## src/rtl/piano_pkg.sv

```systemverilog
// Shared definitions for the score sequencer: default widths, score entry
// layout, song base table, score ROM contents and FSM state encoding.
package piano_pkg;

  localparam int P_NOTE_W = 5;
  localparam int P_BEAT_W = 3;
  localparam int P_SONG_W = 2;
  localparam int P_ADDR_W = 8;
  localparam int ENTRY_W  = P_NOTE_W + P_BEAT_W;

  // Note code 0 is silence; an all-zero entry (beats == 0) ends a song.
  localparam logic [P_NOTE_W-1:0] REST     = '0;
  localparam logic [ENTRY_W-1:0]  END_MARK = '0;

  typedef struct packed {
    logic [P_NOTE_W-1:0] note;
    logic [P_BEAT_W-1:0] beats;
  } score_entry_t;

  typedef enum logic [2:0] {
    ST_IDLE   = 3'd0,
    ST_FETCH  = 3'd1,
    ST_LOAD   = 3'd2,
    ST_PLAY   = 3'd3,
    ST_PAUSED = 3'd4,
    ST_DONE   = 3'd5
  } seq_state_e;

  function automatic score_entry_t mk_entry(input int unsigned note, input int unsigned beats);
    score_entry_t e;
    e.note  = P_NOTE_W'(note);
    e.beats = P_BEAT_W'(beats);
    return e;
  endfunction

  // First ROM address of each song.
  function automatic logic [P_ADDR_W-1:0] song_base(input int unsigned song);
    logic [P_ADDR_W-1:0] b;
    case (song)
      0:       b = P_ADDR_W'(0);
      1:       b = P_ADDR_W'(8);
      2:       b = P_ADDR_W'(16);
      default: b = P_ADDR_W'(254);
    endcase
    return b;
  endfunction

  // Score contents. Song 1 is empty; song 3 starts two entries before the
  // top of the ROM and runs on through address 0 after the wrap.
  function automatic score_entry_t score_entry(input int unsigned addr);
    score_entry_t e;
    case (addr)
      0:       e = mk_entry(8, 1);
      1:       e = mk_entry(12, 2);
      2:       e = mk_entry(0, 1);
      16:      e = mk_entry(3, 1);
      17:      e = mk_entry(17, 1);
      18:      e = mk_entry(31, 3);
      254:     e = mk_entry(5, 1);
      255:     e = mk_entry(9, 1);
      default: e = score_entry_t'(END_MARK);
    endcase
    return e;
  endfunction

endpackage

```

## src/rtl/score_sequencer_rom.sv

```systemverilog
// Synchronous-read score ROM; data_o updates one cycle after a read request
// and holds its value otherwise.
module score_sequencer_rom
  import piano_pkg::*;
#(
  parameter int ADDR_W = P_ADDR_W,
  parameter int DATA_W = ENTRY_W
) (
  input  logic              clk,
  input  logic              rd_en_i,
  input  logic [ADDR_W-1:0] addr_i,
  output logic [DATA_W-1:0] data_o
);

  // Registered table lookup.
  always_ff @(posedge clk) begin
    if (rd_en_i) data_o <= DATA_W'(score_entry(32'(addr_i)));
  end

endmodule

```

## src/rtl/score_sequencer.sv

```systemverilog
// Auto-play engine: walks the score ROM for the selected song, holds each
// note for beats*TICKS_PER_BEAT cycles with a silent gap at its end, and
// drives the note code plus a one-hot LED. Supports pause, stop and loop.
module score_sequencer
  import piano_pkg::*;
#(
  parameter int NOTE_W         = P_NOTE_W,
  parameter int BEAT_W         = P_BEAT_W,
  parameter int SONG_W         = P_SONG_W,
  parameter int ADDR_W         = P_ADDR_W,
  parameter int TICKS_PER_BEAT = 50000000,
  parameter int GAP_TICKS      = 5000000,
  parameter int LED_W          = 8
) (
  input  logic              clk,
  input  logic              rst_n,
  input  logic              start,
  input  logic              pause,
  input  logic              stop,
  input  logic              loop_en,
  input  logic [SONG_W-1:0] song_sel,
  output logic [NOTE_W-1:0] note,
  output logic [LED_W-1:0]  led,
  output logic              busy,
  output logic              done,
  output logic [ADDR_W-1:0] note_idx
);

  // Longest entry lasts (2**BEAT_W-1)*TICKS_PER_BEAT cycles.
  localparam longint MAX_TICKS = ((longint'(1) << BEAT_W) - 1) * longint'(TICKS_PER_BEAT);
  localparam int     TICK_W    = (MAX_TICKS > 1) ? $clog2(MAX_TICKS) : 1;
  localparam int     ROM_W     = NOTE_W + BEAT_W;

  seq_state_e        state_q, state_d;
  logic [SONG_W-1:0] song_q, song_d;
  logic [ADDR_W-1:0] addr_q, addr_d;
  logic [ADDR_W-1:0] idx_q, idx_d;
  logic [TICK_W-1:0] tick_q, tick_d;
  logic [NOTE_W-1:0] cur_note_q, cur_note_d;
  logic [NOTE_W-1:0] note_q, note_d;
  logic [LED_W-1:0]  led_q, led_d;
  logic              busy_q, busy_d;
  logic              done_q, done_d;

  logic [ROM_W-1:0]  rom_q;
  logic [NOTE_W-1:0] rom_note;
  logic [BEAT_W-1:0] rom_beats;
  logic              rom_rd;

  // Entry length in ticks minus one; product taken at 64 bits before narrowing.
  function automatic logic [TICK_W-1:0] beats_to_ticks(input logic [BEAT_W-1:0] beats);
    longint prod;
    prod = longint'(beats) * longint'(TICKS_PER_BEAT) - longint'(1);
    return TICK_W'(prod);
  endfunction

  // One LED per note, cycling every LED_W note codes; dark for rest.
  function automatic logic [LED_W-1:0] led_onehot(input logic [NOTE_W-1:0] n);
    logic [LED_W-1:0] l;
    l = '0;
    if (n != '0) l = LED_W'(1) << ((int'(n) - 1) % LED_W);
    return l;
  endfunction

  function automatic logic [ADDR_W-1:0] base_of(input logic [SONG_W-1:0] s);
    return ADDR_W'(song_base(32'(s)));
  endfunction

  assign rom_rd    = (state_q == ST_FETCH);
  assign rom_note  = rom_q[BEAT_W +: NOTE_W];
  assign rom_beats = rom_q[BEAT_W-1:0];

  score_sequencer_rom #(
    .ADDR_W (ADDR_W),
    .DATA_W (ROM_W)
  ) u_rom (
    .clk     (clk),
    .rd_en_i (rom_rd),
    .addr_i  (addr_q),
    .data_o  (rom_q)
  );

  // State register.
  always_ff @(posedge clk or negedge rst_n) begin
    if (!rst_n) state_q <= ST_IDLE;
    else        state_q <= state_d;
  end

  // Next state; stop outranks pause, pause outranks start.
  always_comb begin
    state_d = state_q;
    if (stop) begin
      state_d = ST_IDLE;
    end else begin
      case (state_q)
        ST_IDLE, ST_DONE: if (start) state_d = ST_FETCH;
        ST_FETCH:         state_d = ST_LOAD;
        ST_LOAD: begin
          if (rom_beats != '0) state_d = pause ? ST_PAUSED : ST_PLAY;
          else                 state_d = loop_en ? ST_FETCH : ST_DONE;
        end
        // The final tick always completes the entry; a held pause is
        // honoured again when the next entry reaches PLAY.
        ST_PLAY: begin
          if (tick_q == '0) state_d = ST_FETCH;
          else if (pause)   state_d = ST_PAUSED;
        end
        ST_PAUSED:        if (!pause) state_d = ST_PLAY;
        default:          state_d = ST_IDLE;
      endcase
    end
  end

  // Datapath next values: song latch, ROM address, entry index, tick counter.
  // The tick counter steps on every PLAY cycle, including the one that
  // enters PAUSED, so each tick is sounded exactly once across a pause.
  always_comb begin
    song_d     = song_q;
    addr_d     = addr_q;
    idx_d      = idx_q;
    tick_d     = tick_q;
    cur_note_d = cur_note_q;
    if (stop) begin
      idx_d  = '0;
      tick_d = '0;
    end else begin
      case (state_q)
        ST_IDLE, ST_DONE: begin
          if (start) begin
            song_d = song_sel;
            addr_d = base_of(song_sel);
            idx_d  = '0;
          end
        end
        ST_LOAD: begin
          if (rom_beats != '0) begin
            tick_d     = beats_to_ticks(rom_beats);
            cur_note_d = rom_note;
          end else if (loop_en) begin
            addr_d = base_of(song_q);
            idx_d  = '0;
          end
        end
        ST_PLAY: begin
          if (tick_q == '0) begin
            addr_d = addr_q + ADDR_W'(1);
            idx_d  = idx_q + ADDR_W'(1);
          end else begin
            tick_d = tick_q - TICK_W'(1);
          end
        end
        default: ;
      endcase
    end
  end

  // Output next values, derived from the upcoming state so the registered
  // outputs line up with state_q.
  always_comb begin
    note_d = NOTE_W'(REST);
    if (state_d == ST_PLAY && tick_d >= TICK_W'(GAP_TICKS)) note_d = cur_note_d;
    led_d  = led_onehot(note_d);
    busy_d = (state_d == ST_FETCH) || (state_d == ST_LOAD) ||
             (state_d == ST_PLAY)  || (state_d == ST_PAUSED);
    done_d = (state_d == ST_DONE) && (state_q != ST_DONE);
  end

  // Datapath and output registers.
  always_ff @(posedge clk or negedge rst_n) begin
    if (!rst_n) begin
      song_q     <= '0;
      addr_q     <= '0;
      idx_q      <= '0;
      tick_q     <= '0;
      cur_note_q <= '0;
      note_q     <= '0;
      led_q      <= '0;
      busy_q     <= 1'b0;
      done_q     <= 1'b0;
    end else begin
      song_q     <= song_d;
      addr_q     <= addr_d;
      idx_q      <= idx_d;
      tick_q     <= tick_d;
      cur_note_q <= cur_note_d;
      note_q     <= note_d;
      led_q      <= led_d;
      busy_q     <= busy_d;
      done_q     <= done_d;
    end
  end

  assign note     = note_q;
  assign led      = led_q;
  assign busy     = busy_q;
  assign done     = done_q;
  assign note_idx = idx_q;

endmodule

```

## config.mk

```make
export PLATFORM = sky130hd
export DESIGN_NAME = score_sequencer
export DESIGN_NICKNAME = d
export VERILOG_FILES = /design/src/rtl/piano_pkg.sv /design/src/rtl/score_sequencer_rom.sv /design/src/rtl/score_sequencer.sv
export SDC_FILE = /design/constraint.sdc
export NUM_CORES = 1
export LEC_CHECK = 0
export ABC_AREA = 0
export CAP_MARGIN = 40
export CORE_UTILIZATION = 50
export DETAILED_ROUTE_END_ITERATION = 16
export GPL_ROUTABILITY_DRIVEN = 0
export PLACE_DENSITY = 0.69
export REMOVE_ABC_BUFFERS = 1
export SLEW_MARGIN = 30
export SYNTH_ARGS = -nofsm -noshare
export SYNTH_HDL_FRONTEND = slang
export SYNTH_SLANG_ARGS = --single-unit
export TNS_END_PERCENT = 20
```

## constraint.sdc

```tcl
create_clock -name clk -period 12.48 [get_ports clk]
set_input_delay 2.496 -clock clk [delete_from_list [all_inputs] [get_ports clk]]
set_output_delay 2.496 -clock clk [all_outputs]
set_load 0.03 [all_outputs]
```

==> results.toml, run 1 <==
[outcome]
outcome = "finished clean"

[yosys]
yosys_warnings = 0
synthArstFlopShare_pct = 90.91
synthCells = 572
synth-seq-cells = 77
synth_edf_count = 7
synth_area_um2 = 5000
synth_flop_cell = "dfrtp_1"
seq_area_frac_synth_pct = 39.24
ys_types = 70
synth.avg_cell_area_um2 = 8.741

[timing]
finClkSkew_ns = 0.01634
worst_slew_pin_slew_ns = 0.8584
fin_crit_ns = 6.461
rsz0062_at_grt = "no"
slew_headroom_pct = 42.77
hold_viol_final = 0
report.final.slew_viol_count = 0
whs_ns = 0.5050
max_freq_mhz = 154.8
fin_tns_setup_ns = 0
finalCritPeriodShare_pct = 51.77
setup_viol = 0

[layout]
fin_nets = 610
diodes = 0
fin_area_um2 = 5568
drive_gt1_share_pct = 6.282
fillCellCount = 900
area_growth_pct = 11.36

[global_routing]
busiest_layer = "met2"
use_met1_pct = 37.77
grt_max_degree = 47
use_met3_pct = 5.267
grt_pass1_wl_um = 22220
antenna_found_initial = 0
grt_use_met2_pct = 43.78
grt_overflow = 0
grt_pass1_vias = 4383
grt.total_usage_pct = 27.89

[route]
wire_per_inst_um = 18.67
drt-total-wl_um = 13480
vias = 4662
drtIter0Drc = 439
drtPass1Iterations = 5
ant_nets = 0
vias_per_cell = 6.457
post-route-drc-count = 0

[clocking]
postCtsSetupBuffers = 0
cts_tree = "built"
clk_latency_ns = 0.38
cts.sinks = 77
cts_inserted_buffers = 9
cts.htree.levels = 3
clkTransAtPathRegs_ns = 0.08
cts_root_buf = "clkbuf_8"
cts_resized = 0
clockBufferDepth = 2
postCtsHoldBufs = 0

[power_and_ir_drop]
power.density_nw_per_um2 = 233.8
peakVddDrop_v = 0.00009377
intPower_uw = 649.4
swShare_pct = 50.12
leakagePower_uw = 0.002332
seqPwrFrac_pct = 29.7
clkPwrFrac_pct = 13.2
p_comb_share_pct = 57.1
p_sw_uw = 652.6

[die]
coreArea_um2 = 9729
rows = 36
start_util_pct = 51.39
design.portCount = 31
die_area_um2 = 10400
die_h_um = 102.0
die_x_um = 102.0

[worst_setup_path]
criticalPathCategory = "input pin to register"
critPathRequiredTime_ns = 12.74
worstPathArrival_ns = 6.73
reg2reg_from = "tick_q[9]"
timing.rr.end = "led[0]"
cp-end-kind = "register"
critPathLaunchType = "input pin"
crit_fanout = 36
worst-r2r-setup-slack_ns = 7.03
reg2reg_depth = 13

[placement]
hpwl_um = 9296
io_buffers = 30
place_area_um2 = 5398

[hold_path]
min_from = "u_rom.data_o[6]"
hp-class = "register to register"
hold_depth = 2
whs_endpoint = "cur_note_q[3]"

[run]
cap_viol_max_count = 0
==> cell usage in the layout, fill, tap and decap left out, drive strengths merged, types with 12 or more instances in the layout <==
master,instances
nor2,55
dfrtp,70
nor4,15
o21ai,50
nor3,17
ha,18
nand3,16
nand2,33
inv,25
clkbuf,12
clkdlybuf4s50,29
a21oi,32
nand2b,14
==> per-stage QoR <==
stage / worst slack (ns) / power [µW] / utilization [%] / cells
after floorplan: 7.145 / 899.3 / - / 537
after global placement: 5.910 / 1091 / 55.04 / 704
after detailed placement: 5.714 / 1106 / 55.48 / 706
after CTS: 6.072 / 1281 / 57.23 / 722
after global routing: 5.720 / 1389 / 57.23 / 722
final: 6.019 / 1302 / 57.23 / 722
==> area by class of cell <==
cell class	count	area [µm²]	share of cell area [%]
clock buffers	12	145.1	2.607
clock inverters	4	25.02	0.4494
inverters	26	97.59	1.753
multi-input cells	434	2801	50.31
flip-flops and latches	77	1962	35.24
well taps	133	166.4	2.989
repair buffers	36	370.4	6.652
==> power by group through the flow <==
stage	clock network, µW	logic (µW)	registers (µW)
after floorplan	0	518	381
after CTS	174	723	384
after global routing	184	810	396
final	172	743	386
after global placement	0	705	387
after detailed placement	0	717	389
==> flip-flops by register name (all words and copies together), names as in the netlist <==
| signal | cells |
|---|---|
| tick_q | 29 |
| addr_q | 8 |
| led | 8 |
| note_idx | 8 |
| u_rom.data_o | 7 |
| cur_note_q | 5 |
| note | 5 |
| state_q | 3 |
| song_q | 2 |
| busy | 1 |
| done | 1 |
==> kinds of logic (layout without fill, tap and decap cells) <==
family                     Yosys count  count (layout)  share of synthesized area [%]
and+or+nand+nor                    220             220                          23.90
AOI/OAI and AO/OA                  173             173                          23.25
DFF                                 77              77                          39.24
buffers and inverters               61              78                          4.730
adders and majority gates           18              18                          4.505
muxes                               12              12                          2.453
xor gates and xnor gates            11              11                          1.927
==> worst max path at each step <==
stage | slack (ns) | depth (start not counted) | from | end
2_1_floorplan | 7.14 | 13 | stop | led[1]
3_3_place_gp | 5.91 | 15 | stop | led[1]
3_5_place_dp | 5.71 | 15 | stop | led[1]
4_1_cts | 6.07 | 15 | stop | led[1]
5_1_grt | 5.72 | 15 | stop | led[1]
6_report | 6.02 | 16 | stop | led[1]
==> cells in the mapped netlist, drive strengths merged, types with 11 or more instances <==
| cell type | n | share of area, % |
|---|---|---|
| clkbuf | 28 | 2.1 |
| o21ai | 50 | 5.0 |
| nor3 | 17 | 1.7 |
| nor4 | 15 | 2.4 |
| ha | 18 | 4.5 |
| inv | 25 | 1.9 |
| nand2 | 33 | 2.5 |
| nand3 | 16 | 1.6 |
| a21oi | 32 | 3.2 |
| dfrtp | 70 | 35 |
| a211o | 11 | 1.9 |
| nand2b | 14 | 1.8 |
| nor2 | 55 | 4.1 |
==> layer usage <==
layer | wire, µm | up-vias
met5 | 0 | -
met4 | 334 | 0
met3 | 1075 | 35
met2 | 6173 | 220
met1 | 5894 | 2251
li1 | - | 2156
==> worst max-delay path, cell delays in order <==
cell and delay, ns:
clkdlybuf4s50_1 0.46, buf_4 0.35, inv_1 0.34, and3_1 0.25, mux2i_1 0.17, o221ai_1 0.16
or3_1 0.43, a211oi_1 0.19, o2bb2ai_1 0.15, nor2b_1 0.54, nand2b_1 0.29, inv_1 0.12
ha_1 0.24, a211o_1 0.26, nand2_1 0.07, and4b_1 0.18
Power figures use the tool's default switching activity.
==> run 2: changes to the inputs <==
Clock period 12.48 ns to 6.64 ns, I/O delays scaled along.
==> results.toml, run 2 (synthesis results as in run 1) <==
[worst_setup_path]
crit_fanout = 12
cpMaxStageDelayCell = "nor2_1"
cp-end-kind = "register"
worstPathArrival_ns = 5.70
critPathLaunchType = "register"
crit_chain = "nor4_1 > nand4_1 > nor2_1 > a211oi_1 > nand4bb_1 > or4_1 > nor4_2 > o2bb2ai_1 > nor2b_1 > nand2b_1 > ha_1 > or3_1 > and4_1"
critPathRequiredTime_ns = 6.90
criticalPathCategory = "register to register"
slowest_delay_ns = 0.75

[route]
wire_per_inst_um = 19.24
ant_nets = 0
drtIter0Drc = 447
drtPass1Iterations = 5
drt-total-wl_um = 13950
vias_per_cell = 6.450
vias = 4676
post-route-drc-count = 0

[layout]
fin_nets = 613
area_growth_pct = 12.79
top_register = "tick_q"
fin_cells = 725
diodes = 0
drive_gt1_share_pct = 6.926
final_cell_mix = "dfrtp_1, nor2_1, o21ai_0, nand2_1, a21oi_1"
largest_reg_flops = 29
mostFrequentLayoutCell = "dfrtp_1"

[die]
die_area_um2 = 10400
die_x_um = 102.0
die_h_um = 102.0
design.portCount = 31
rows = 36
coreArea_um2 = 9729
start_util_pct = 51.39

[timing]
fin_crit_ns = 5.443
hold_viol_final = 0
rsz0062_at_grt = "no"
worst_slew_pin_slew_ns = 0.8260
slew_headroom_pct = 44.93
whs_ns = 0.5127
report.final.slew_viol_count = 0
max_freq_mhz = 183.7
fin_tns_setup_ns = 0
setup_viol = 0
finalCritPeriodShare_pct = 81.98
finClkSkew_ns = 0.01321

[power_and_ir_drop]
peakVddDrop_v = 0.0002507
leakagePower_uw = 0.002373
power.density_nw_per_um2 = 451.8

[global_routing]
grt_overflow = 0
grt.total_usage_pct = 28.32
antenna_found_initial = 0
grt_pass1_vias = 4463
grt_pass1_wl_um = 22380
grt_max_degree = 40

[clocking]
cts.sinks = 77
postCtsSetupBuffers = 0
cts_resized = 0
clk_latency_ns = 0.38
cts.htree.levels = 3
cts_root_buf = "clkbuf_8"
cts_tree = "built"
cts_inserted_buffers = 9
clockBufferDepth = 2
postCtsHoldBufs = 0
clkTransAtPathRegs_ns = 0.09

[outcome]
outcome = "finished clean"

[hold_path]
hp-class = "register to register"

[run]
cap_viol_max_count = 0

[placement]
dpl.cell_count = 709
io_buffers = 30
hpwl_um = 9601
## run 2: cell type report
class,count,area (µm²)
Fill cell,907,4090
Clock inverter,5,81.33
Sequential cell,77,1962
Timing Repair Buffer,39,377.9
Tap cell,133,166.4
Inverter,26,97.59
Multi-Input combinational cell,434,2801
Clock buffer,11,152.6
## run 2: routing by layer
layer | up-vias | routed length (µm) | part of all wire, % | GRT usage, %
met3 | 39 | 1147 | 8.2 | 8.071
met1 | 2259 | 6072 | 44 | 37.59
met2 | 231 | 6384 | 46 | 43.31
li1 | 2147 | - | - | -
met4 | 0 | 343 | 2.5 | 12.09
met5 | - | 0 | 0 | 0
## run 2: worst max-delay path, delay by kind of cell (launching register included)
kind / cells / cell delay, ns
AO/OA/AOI/OAI: 2 / 0.47
adder cells (fa/ha/maj): 1 / 0.27
flip-flops: 1 / 0.46
AND/OR/NAND/NOR: 10 / 4.12
## run 2: final timing paths
path / start / to / slack [ns] / cells after the start
worst min-delay path: song_q[1] / song_q[1] / 0.51 / 1
max in group asynchronous: rst_n / addr_q[5] / 5.21 / 2
worst max register to register: tick_q[9] / led[0] / 1.20 / 13
min in group asynchronous: rst_n / tick_q[1] / 0.88 / 1
worst min register to register: song_q[1] / song_q[1] / 0.51 / 1
worst max-delay path: tick_q[9] / led[0] / 1.20 / 13
## run 2: power breakdown
group          internal (µW)  switching [µW]
clock network            235             191
logic                    483             907
registers                595             136
## run 2: metrics by stage
step | worst slack (ns) | utilization, % | area (µm²) | total power, µW
global route | 0.9646 | 57.96 | 5639 | 2699
CTS | 1.302 | 57.96 | 5639 | 2508
finish | 1.197 | 57.96 | 5639 | 2548
detailed placement | 1.159 | 55.56 | 5405 | 2074
floorplan | 2.105 | - | 4861 | 1690
global placement | 1.376 | 55.35 | 5385 | 2051
==> run 3: changes to the inputs <==
Clock period 6.64 ns to 5.6 ns, I/O delays scaled along.
==> results.toml, run 3 (synthesis results as in run 1) <==
[route]
drt-total-wl_um = 13490
vias = 4653
drtPass1Iterations = 7
wire_per_inst_um = 18.46
post-route-drc-count = 0
drtIter0Drc = 465
vias_per_cell = 6.365
ant_nets = 0

[layout]
top_register = "tick_q"
regArea_um2 = 1962
area_growth_pct = 14.21
diodes = 0
drive_gt1_share_pct = 7.692
final_cell_mix = "dfrtp_1, nor2_1, o21ai_0, nand2_1, a21oi_1"
multi_input_area_um2 = 2801
largest_reg_flops = 29
fin_nets = 619
fillCellCount = 878
mostFrequentLayoutCell = "dfrtp_1"

[worst_setup_path]
crit_fanout = 11
crit_start = "tick_q[9]"
critPathLaunchType = "register"
timing.rr.end = "led[2]"
critPathRequiredTime_ns = 5.86
criticalPathCategory = "register to register"
reg2reg_depth = 14
cp-end-kind = "register"
worst-r2r-setup-slack_ns = 0.43
worstPathArrival_ns = 5.43
reg2reg_from = "tick_q[9]"

[timing]
finClkSkew_ns = 0.008287
fin_crit_ns = 5.170
hold_viol_final = 0
slew_headroom_pct = 50.99
finalCritPeriodShare_pct = 92.33
fin_tns_setup_ns = 0
report.final.slew_viol_count = 0
worst_slew_pin_slew_ns = 0.7285
max_freq_mhz = 193.4
fin_ws_ns = 0.4296
rsz0062_at_grt = "no"
setup_viol = 0

[power_and_ir_drop]
clkPwrFrac_pct = 18.1
total_power_uw = 3068
seqPwrFrac_pct = 28.4
p_comb_share_pct = 53.5
swShare_pct = 46.78
intPower_uw = 1633
p_sw_uw = 1435
leakagePower_uw = 0.002415
power.density_nw_per_um2 = 537.2
peakVddDrop_v = 0.0002655

[clocking]
cts.sinks = 77
postCtsHoldBufs = 0
cts_inserted_buffers = 9
clkTransAtPathRegs_ns = 0.08
clockBufferDepth = 2
cts.htree.levels = 3
cts_resized = 0
postCtsSetupBuffers = 0
cts_root_buf = "clkbuf_8"
clk_latency_ns = 0.36
cts_tree = "built"

[die]
start_util_pct = 51.39
die_area_um2 = 10400
rows = 36
design.portCount = 31
die_h_um = 102.0
coreArea_um2 = 9729
die_x_um = 102.0

[run]
cap_viol_max_count = 0

[global_routing]
grt_pass1_vias = 4358
grt.total_usage_pct = 27.36
antenna_found_initial = 0
grt_overflow = 0
grt_max_degree = 42
grt_pass1_wl_um = 21980

[hold_path]
hp-class = "register to register"
whs_endpoint = "cur_note_q[3]"
min_from = "cur_note_q[3]"
hold_depth = 2

[placement]
io_buffers = 30
hpwl_um = 9490
place_ws_ns = 0.5176

[outcome]
outcome = "finished clean"
==> run 3: cell types whose count changed in the layout (fill, tap and decap cells not counted), sizes merged <==
| cell | before | now |
|---|---|---|
| clkinv | 2 | 3 |
| buf | 10 | 16 |
| bufinv | 2 | 4 |
| clkbuf | 11 | 9 |
| clkinvlp | 1 | 0 |
==> run 3: metrics by stage <==
step / cell area, µm² / utilization, % / instances / hold slack, ns
after floorplan: 4861 / - / 537 / 0.4649
after global placement: 5430 / 55.81 / 714 / 0.4873
after detailed placement: 5450 / 56.02 / 715 / 0.4938
after CTS: 5710 / 58.69 / 731 / 0.5199
after global routing: 5710 / 58.69 / 731 / 0.5354
final: 5710 / 58.69 / 731 / 0.5167
==> run 3: how the worst max path moves through the flow <==
| stage | end | cells after the start |
|---|---|---|
| global route | led[1] | 15 |
| finish | led[2] | 14 |
| floorplan | led[1] | 14 |
| global placement | led[0] | 13 |
| detailed placement | led[2] | 16 |
| CTS | led[2] | 14 |
==> run 3: routing by layer <==
metal	part of all wire (%)	track usage, %
met2	46	42.95
met3	8.7	4.036
met5	0	0
met4	2.9	12.75
met1	43	37.36
==> run 3: layout make-up <==
class | instances | area share (%)
Multi-Input combinational cell | 434 | 49.06
Sequential cell | 77 | 34.36
Timing Repair Buffer | 45 | 7.406
Tap cell | 133 | 2.914
Clock inverter | 7 | 2.388
Clock buffer | 9 | 2.169
Inverter | 26 | 1.709
==> run 3: critical path, stage by stage, from the launching register on <==
cell and delay, ns:
dfrtp_1 0.45, or4_1 0.58, or4_1 0.59, a2111oi_0 0.59
nand3_1 0.19, xnor2_1 0.18, a211o_1 0.33, o41ai_1 0.49
nor2b_1 0.56, nand2b_1 0.28, inv_1 0.11, ha_1 0.24
a211o_1 0.25, nand2_1 0.07, and4b_1 0.18
==> run 3: power groups by stage <==
stage                     Combinational, µW  Sequential (µW)  Clock [µW]
after floorplan                        1150              850           0
after global placement                 1580              868           0
after detailed placement               1590              877           0
after CTS                              1600              866         564
after global routing                   1780              891         582
final                                  1640              871         556
